### config.mk
export PLATFORM = sky130hd
export DESIGN_NAME = pio_sw_ctrl
export DESIGN_NICKNAME = d
export VERILOG_FILES = /design/src/rtl/pio_sw_pkg.sv /design/src/rtl/pio_sw_debounce.sv /design/src/rtl/pio_sw_ctrl.sv
export SDC_FILE = /design/constraint.sdc
export NUM_CORES = 1
export LEC_CHECK = 0
export ABC_AREA = 0
export CAP_MARGIN = 40
export CORE_ASPECT_RATIO = 0.6
export CORE_MARGIN = 5
export CORE_UTILIZATION = 40
export DETAILED_ROUTE_END_ITERATION = 8
export GPL_TIMING_DRIVEN = 0
export PLACE_DENSITY = 0.6
export SYNTH_ARGS = -nofsm -noshare
export SYNTH_HDL_FRONTEND = slang
export SYNTH_SLANG_ARGS = --single-unit
### constraint.sdc
create_clock -name clk -period 3.7 [get_ports clk]
set_input_delay 0.555 -clock clk [delete_from_list [all_inputs] [get_ports clk]]
set_output_delay 0.555 -clock clk [all_outputs]
set_load 0.01 [all_outputs]
### src/rtl/pio_sw_pkg.sv
`default_nettype none
// ============================================================================
// Module      : pio_sw_pkg
// Description : Shared register addresses and debounce state encoding for the
//               slide-switch PIO controller.
// Revision    : 1.0 - initial release
// ============================================================================
package pio_sw_pkg;

    localparam logic [1:0] ADDR_DATA     = 2'd0;
    localparam logic [1:0] ADDR_RSVD     = 2'd1;
    localparam logic [1:0] ADDR_IRQ_MASK = 2'd2;
    localparam logic [1:0] ADDR_EDGE     = 2'd3;

    typedef enum logic [0:0] {
        DB_STABLE  = 1'b0,
        DB_PENDING = 1'b1
    } db_state_t;

endpackage
`default_nettype wire

### src/rtl/pio_sw_debounce.sv
`default_nettype none
// ============================================================================
// Module      : pio_sw_debounce
// Description : One-bit 2-FF synchronizer plus tick-based debouncer.
// Revision    : 1.0 - initial release
// ============================================================================
module pio_sw_debounce
    import pio_sw_pkg::*;
#(
    parameter int DEBOUNCE_TICKS = 4
) (
    input  logic clk,
    input  logic reset_n,
    input  logic i_tick,
    input  logic i_pin,
    output logic o_deb,
    output logic o_accept
);

    localparam int                  c_cnt_w = $clog2(DEBOUNCE_TICKS + 1);
    localparam logic [c_cnt_w-1:0]  c_last  = c_cnt_w'(DEBOUNCE_TICKS);

    logic               r_sync0;
    logic               r_sync1;
    logic               r_deb;
    logic               w_deb_nxt;
    logic               w_accept;
    logic [c_cnt_w-1:0] r_cnt;
    logic [c_cnt_w-1:0] w_cnt_nxt;
    logic [c_cnt_w-1:0] w_cnt_inc;
    db_state_t          r_state;
    db_state_t          w_state_nxt;

    always_ff @(posedge clk or negedge reset_n) begin
        if (!reset_n) begin
            r_sync0 <= 1'b0;
            r_sync1 <= 1'b0;
            r_deb   <= 1'b0;
            r_cnt   <= '0;
            r_state <= DB_STABLE;
        end else begin
            r_sync0 <= i_pin;
            r_sync1 <= r_sync0;
            r_deb   <= w_deb_nxt;
            r_cnt   <= w_cnt_nxt;
            r_state <= w_state_nxt;
        end
    end

    always_comb begin
        w_state_nxt = r_state;
        w_cnt_nxt   = r_cnt;
        w_deb_nxt   = r_deb;
        w_accept    = 1'b0;
        w_cnt_inc   = r_cnt + c_cnt_w'(1);
        case (r_state)
            DB_STABLE: begin
                w_cnt_nxt = '0;
                if (r_sync1 != r_deb)
                    w_state_nxt = DB_PENDING;
            end
            DB_PENDING: begin
                if (r_sync1 == r_deb) begin
                    // Level went back before acceptance: treat as a glitch.
                    w_cnt_nxt   = '0;
                    w_state_nxt = DB_STABLE;
                end else if (i_tick) begin
                    if (w_cnt_inc == c_last) begin
                        w_deb_nxt   = r_sync1;
                        w_cnt_nxt   = '0;
                        w_accept    = 1'b1;
                        w_state_nxt = DB_STABLE;
                    end else begin
                        w_cnt_nxt = w_cnt_inc;
                    end
                end
            end
            default: begin
                w_cnt_nxt   = '0;
                w_state_nxt = DB_STABLE;
            end
        endcase
    end

    assign o_deb    = r_deb;
    assign o_accept = w_accept;

endmodule
`default_nettype wire

### src/rtl/pio_sw_ctrl.sv
`default_nettype none
// ============================================================================
// Module      : pio_sw_ctrl
// Description : Avalon-MM slide-switch PIO with debounce, edge capture and IRQ.
// Revision    : 1.0 - initial release
// ============================================================================
module pio_sw_ctrl
    import pio_sw_pkg::*;
#(
    parameter int WIDTH          = 10,
    parameter int PRESCALE       = 50000,
    parameter int DEBOUNCE_TICKS = 4
) (
    input  logic             clk,
    input  logic             reset_n,
    input  logic [1:0]       address,
    input  logic             chipselect,
    input  logic             write_n,
    input  logic [WIDTH-1:0] writedata,
    output logic [WIDTH-1:0] readdata,
    input  logic [WIDTH-1:0] in_port,
    output logic             irq
);

    localparam int                 c_pre_w    = $clog2(PRESCALE);
    localparam logic [c_pre_w-1:0] c_pre_last = c_pre_w'(PRESCALE - 1);

    logic [c_pre_w-1:0] r_pre;
    logic               w_tick;
    logic [WIDTH-1:0]   w_deb;
    logic [WIDTH-1:0]   w_accept;
    logic [WIDTH-1:0]   r_edge;
    logic [WIDTH-1:0]   r_mask;
    logic [WIDTH-1:0]   r_readdata;
    logic [WIDTH-1:0]   w_rd_mux;
    logic [WIDTH-1:0]   w_edge_clr;
    logic               w_wr;

    assign w_tick = (r_pre == c_pre_last);

    always_ff @(posedge clk or negedge reset_n) begin
        if (!reset_n)
            r_pre <= '0;
        else if (w_tick)
            r_pre <= '0;
        else
            r_pre <= r_pre + c_pre_w'(1);
    end

    generate
        for (genvar gi = 0; gi < WIDTH; gi++) begin : g_bit
            pio_sw_debounce #(
                .DEBOUNCE_TICKS (DEBOUNCE_TICKS)
            ) u_deb (
                .clk      (clk),
                .reset_n  (reset_n),
                .i_tick   (w_tick),
                .i_pin    (in_port[gi]),
                .o_deb    (w_deb[gi]),
                .o_accept (w_accept[gi])
            );
        end
    endgenerate

    assign w_wr       = chipselect & ~write_n;
    assign w_edge_clr = (w_wr && address == ADDR_EDGE) ? writedata : '0;

    always_comb begin
        w_rd_mux = '0;
        case (address)
            ADDR_DATA:     w_rd_mux = w_deb;
            ADDR_RSVD:     w_rd_mux = '0;
            ADDR_IRQ_MASK: w_rd_mux = r_mask;
            ADDR_EDGE:     w_rd_mux = r_edge;
            default:       w_rd_mux = '0;
        endcase
    end

    // Capture set is OR'd after the clear so a coincident new edge survives.
    always_ff @(posedge clk or negedge reset_n) begin
        if (!reset_n) begin
            r_edge     <= '0;
            r_mask     <= '0;
            r_readdata <= '0;
        end else begin
            r_edge     <= (r_edge & ~w_edge_clr) | w_accept;
            r_readdata <= w_rd_mux;
            if (w_wr && address == ADDR_IRQ_MASK)
                r_mask <= writedata;
        end
    end

    assign readdata = r_readdata;
    assign irq      = |(r_edge & r_mask);

endmodule
`default_nettype wire

==> results.tsv <==
metric	value	unit
setup_viol	0	
drt_iter0_drc	181	
vias	3509	
antenna_left	0	
cts_hold_buffers	0	
seq_area	0.00290	mm^2
grt_overflow	0	
seqPwrFrac	40.4	%
clock_sinks	116	
clk_pin_slew	0.05	ns
drc_errors	0	
synth_fp_nets	497	
power.internal	2.73	mW
diodes	0	
whs	0.0370	ns
switching_share	20.6	%
antenna_found_initial	0	
drt_pass1_iterations	4	
worst_slew_pin_slew	0.759	ns
synth-seq-cells	116	
peakVddDrop	0.315	mV
gp_congestion	0.771	
routed_wl	11400	um
die_w	157	um
synth-async-reset-ratio	100	%
grt_max_degree	82	
nNetsFinal	554	
die_area	0.0153	mm^2
grt_first_pass_wirelength	19200	um
comb_power_share	6.9	%
dp_hpwl	7580	um
cts_tree	done	
grt_usage	16.0	%
p_switching	0.709	mW
fin_crit	2.69	ns
synthFlopType	dfrtp_1	
die_h	97.9	um
cts_max_path_buffers	2	
fillers	1121	
leakagePower	2.90	nW
fin_crit_sh	72.7	%
cp_max_fo	3	
io_buffers	36	
worstPathArrival	2.13	ns
h-tree-depth	4	
synth_area_leaders	dfrtp_1, mux2_2, nand2_1	
fmax	0.372	GHz
criticalPathCategory	flip-flop to primary output	
cts_root_buf	clkbuf_16	
p_clk_share	52.7	%
syn_inst	450	
cap_violations	0	
ys_types	35	
rows	32	
grt_pass1_vias	3755	
rsz0062_at_grt	false	
outcome	finished, final reports clean	
dpl_worst_slack	1.10	ns
synth_top_area_cell	dfrtp_1	
area_growth	24.7	%
clk_latency	0.41	ns
avgSynthCellArea	11.4	um^2
synth_top_area_share	56.3	%
cts_resized	0	
routedWlPerCell	16.5	um
synth_edf_count	0	
fin_worst_skew	0.00865	ns
setup_ws	1.01	ns
seq_area_frac_synth	56.3	%
core-area	0.0127	mm^2
required	3.14	ns
yosysWarningCount	0	
cp-end-kind	primary output	
cp-start-kind	flip-flop	
hold_class	input port to asynchronous set/reset pin	
relSlewSlack	49.4	%
hold_viol_final	0	
numCtsBuffers	17	
finalSetupTns	0	ns
ios	37	
netlist_area	0.00515	mm^2
report.final.slew_viol_count	0	
layout-drive-gt1-share	14.5	%
initial_core_util	40.5	%
viasPerCell	5.09	
multiInputGateArea	0.00218	mm^2
post_cts_buffers	0	
power_density	536	mW/mm^2
[cell usage in the layout (no fill, tap or decap), types with 2 or more instances in the layout]
| cell | count |
|---|---|
| a21oi_1 | 29 |
| a22o_1 | 11 |
| a22oi_1 | 3 |
| and2_1 | 21 |
| and4bb_2 | 2 |
| buf_2 | 5 |
| buf_6 | 3 |
| bufinv_16 | 5 |
| clkbuf_1 | 7 |
| clkbuf_16 | 17 |
| clkbuf_8 | 4 |
| clkdlybuf4s50_1 | 35 |
| clkinv_2 | 3 |
| dfrtp_1 | 116 |
| ha_1 | 21 |
| mux2_2 | 31 |
| nand2_1 | 74 |
| nand3_1 | 16 |
| nand4_1 | 5 |
| nor2_1 | 20 |
| nor3_1 | 3 |
| nor4_1 | 2 |
| o21ai_0 | 19 |
| or3_1 | 10 |
| or4b_1 | 10 |
| xnor2_1 | 8 |
| xor2_1 | 24 |
[synthesized netlist by cell type, types with 6 or more instances]
| cell type | instances |
|---|---|
| or3_1 | 10 |
| nand3_1 | 16 |
| o21ai_0 | 19 |
| and2_1 | 21 |
| or4b_1 | 10 |
| xor2_1 | 24 |
| xnor2_1 | 8 |
| ha_1 | 21 |
| nor2_1 | 20 |
| nand2_1 | 74 |
| mux2_2 | 31 |
| dfrtp_1 | 116 |
| clkbuf_1 | 6 |
| a22o_1 | 11 |
| a21oi_1 | 29 |
[state kept, by name (all words and copies together) (netlist names)]
| signal | count |
|---|---|
| r_pre | 16 |
| g_bit.u_deb.r_sync1 | 10 |
| r_edge | 10 |
| g_bit.u_deb.r_cnt | 30 |
| g_bit.u_deb.r_state | 10 |
| g_bit.u_deb.o_deb | 10 |
| r_mask | 10 |
| g_bit.u_deb.r_sync0 | 10 |
| readdata | 10 |
[worst max-delay path: stages, from the launching register on]
cell	delay, ns
dfrtp_1	0.40
a22o_1	0.23
a221oi_1	0.39
nand4_1	0.19
clkdlybuf4s50_1	0.52
[power by group through the flow]
stage               clock network [mW]  registers [mW]  logic, mW
detailed placement                   0            1.41      0.240
finish                            1.81            1.39      0.238
CTS                               1.85            1.39      0.243
floorplan                            0            1.41      0.105
global route                      1.91            1.40      0.264
global placement                     0            1.41      0.236
[path summary, 6_finish.rpt]
path / startpoint / endpoint / slack [ns] / cells past startpoint
max in group asynchronous: reset_n / g_bit[7].u_deb.r_cnt[2] / 2.94 / 2
setup reg to reg: r_pre[0] / g_bit[0].u_deb.r_cnt[0] / 1.32 / 7
hold reg to reg: g_bit[9].u_deb.r_sync0 / g_bit[9].u_deb.r_sync1 / 0.35 / 0
min in group clk: g_bit[9].u_deb.r_sync0 / g_bit[9].u_deb.r_sync1 / 0.35 / 0
setup / recovery: r_mask[9] / irq / 1.01 / 4
hold / removal: reset_n / g_bit[3].u_deb.r_sync0 / 0.04 / 1
[per-layer routing]
layer	vias up	track usage, %	wire length (um)
met3	16	3.76	402
met1	1752	22.5	5640
met4	0	6.13	155
met5	-	0	0
li1	1688	-	-
met2	53	24.0	5150
[kinds of logic (layout without fill, tap and decap cells)]
family          Yosys count  in the layout  share of synthesized area, %
compound gates           66             66                          7.60
xor+xnor                 32             32                          5.44
fa+ha+maj                21             21                          5.10
buf+inv                  14             83                          1.29
flops                   116            116                          56.3
mux                      31             31                          6.78
simple gates            170            170                          17.5
[layout make-up]
type,count,area share [%]
multi-input combinational,320,34.0
clock buffer,22,7.54
tap,170,3.31
buffer,13,0.974
clock inverter,9,2.71
sequential,116,45.2
timing repair buffer,38,6.23
inverter,1,0.0584
[through the flow]
step | util, % | std cells | instance area (um^2) | total power, mW
after detailed placement | 45.3 | 658 | 5770 | 1.65
after global placement | 45.0 | 656 | 5730 | 1.65
final | 50.5 | 689 | 6420 | 3.44
after global routing | 50.5 | 689 | 6420 | 3.58
after floorplan | - | 450 | 5150 | 1.51
after CTS | 50.5 | 689 | 6420 | 3.48
(Power assumes the default switching activity.)
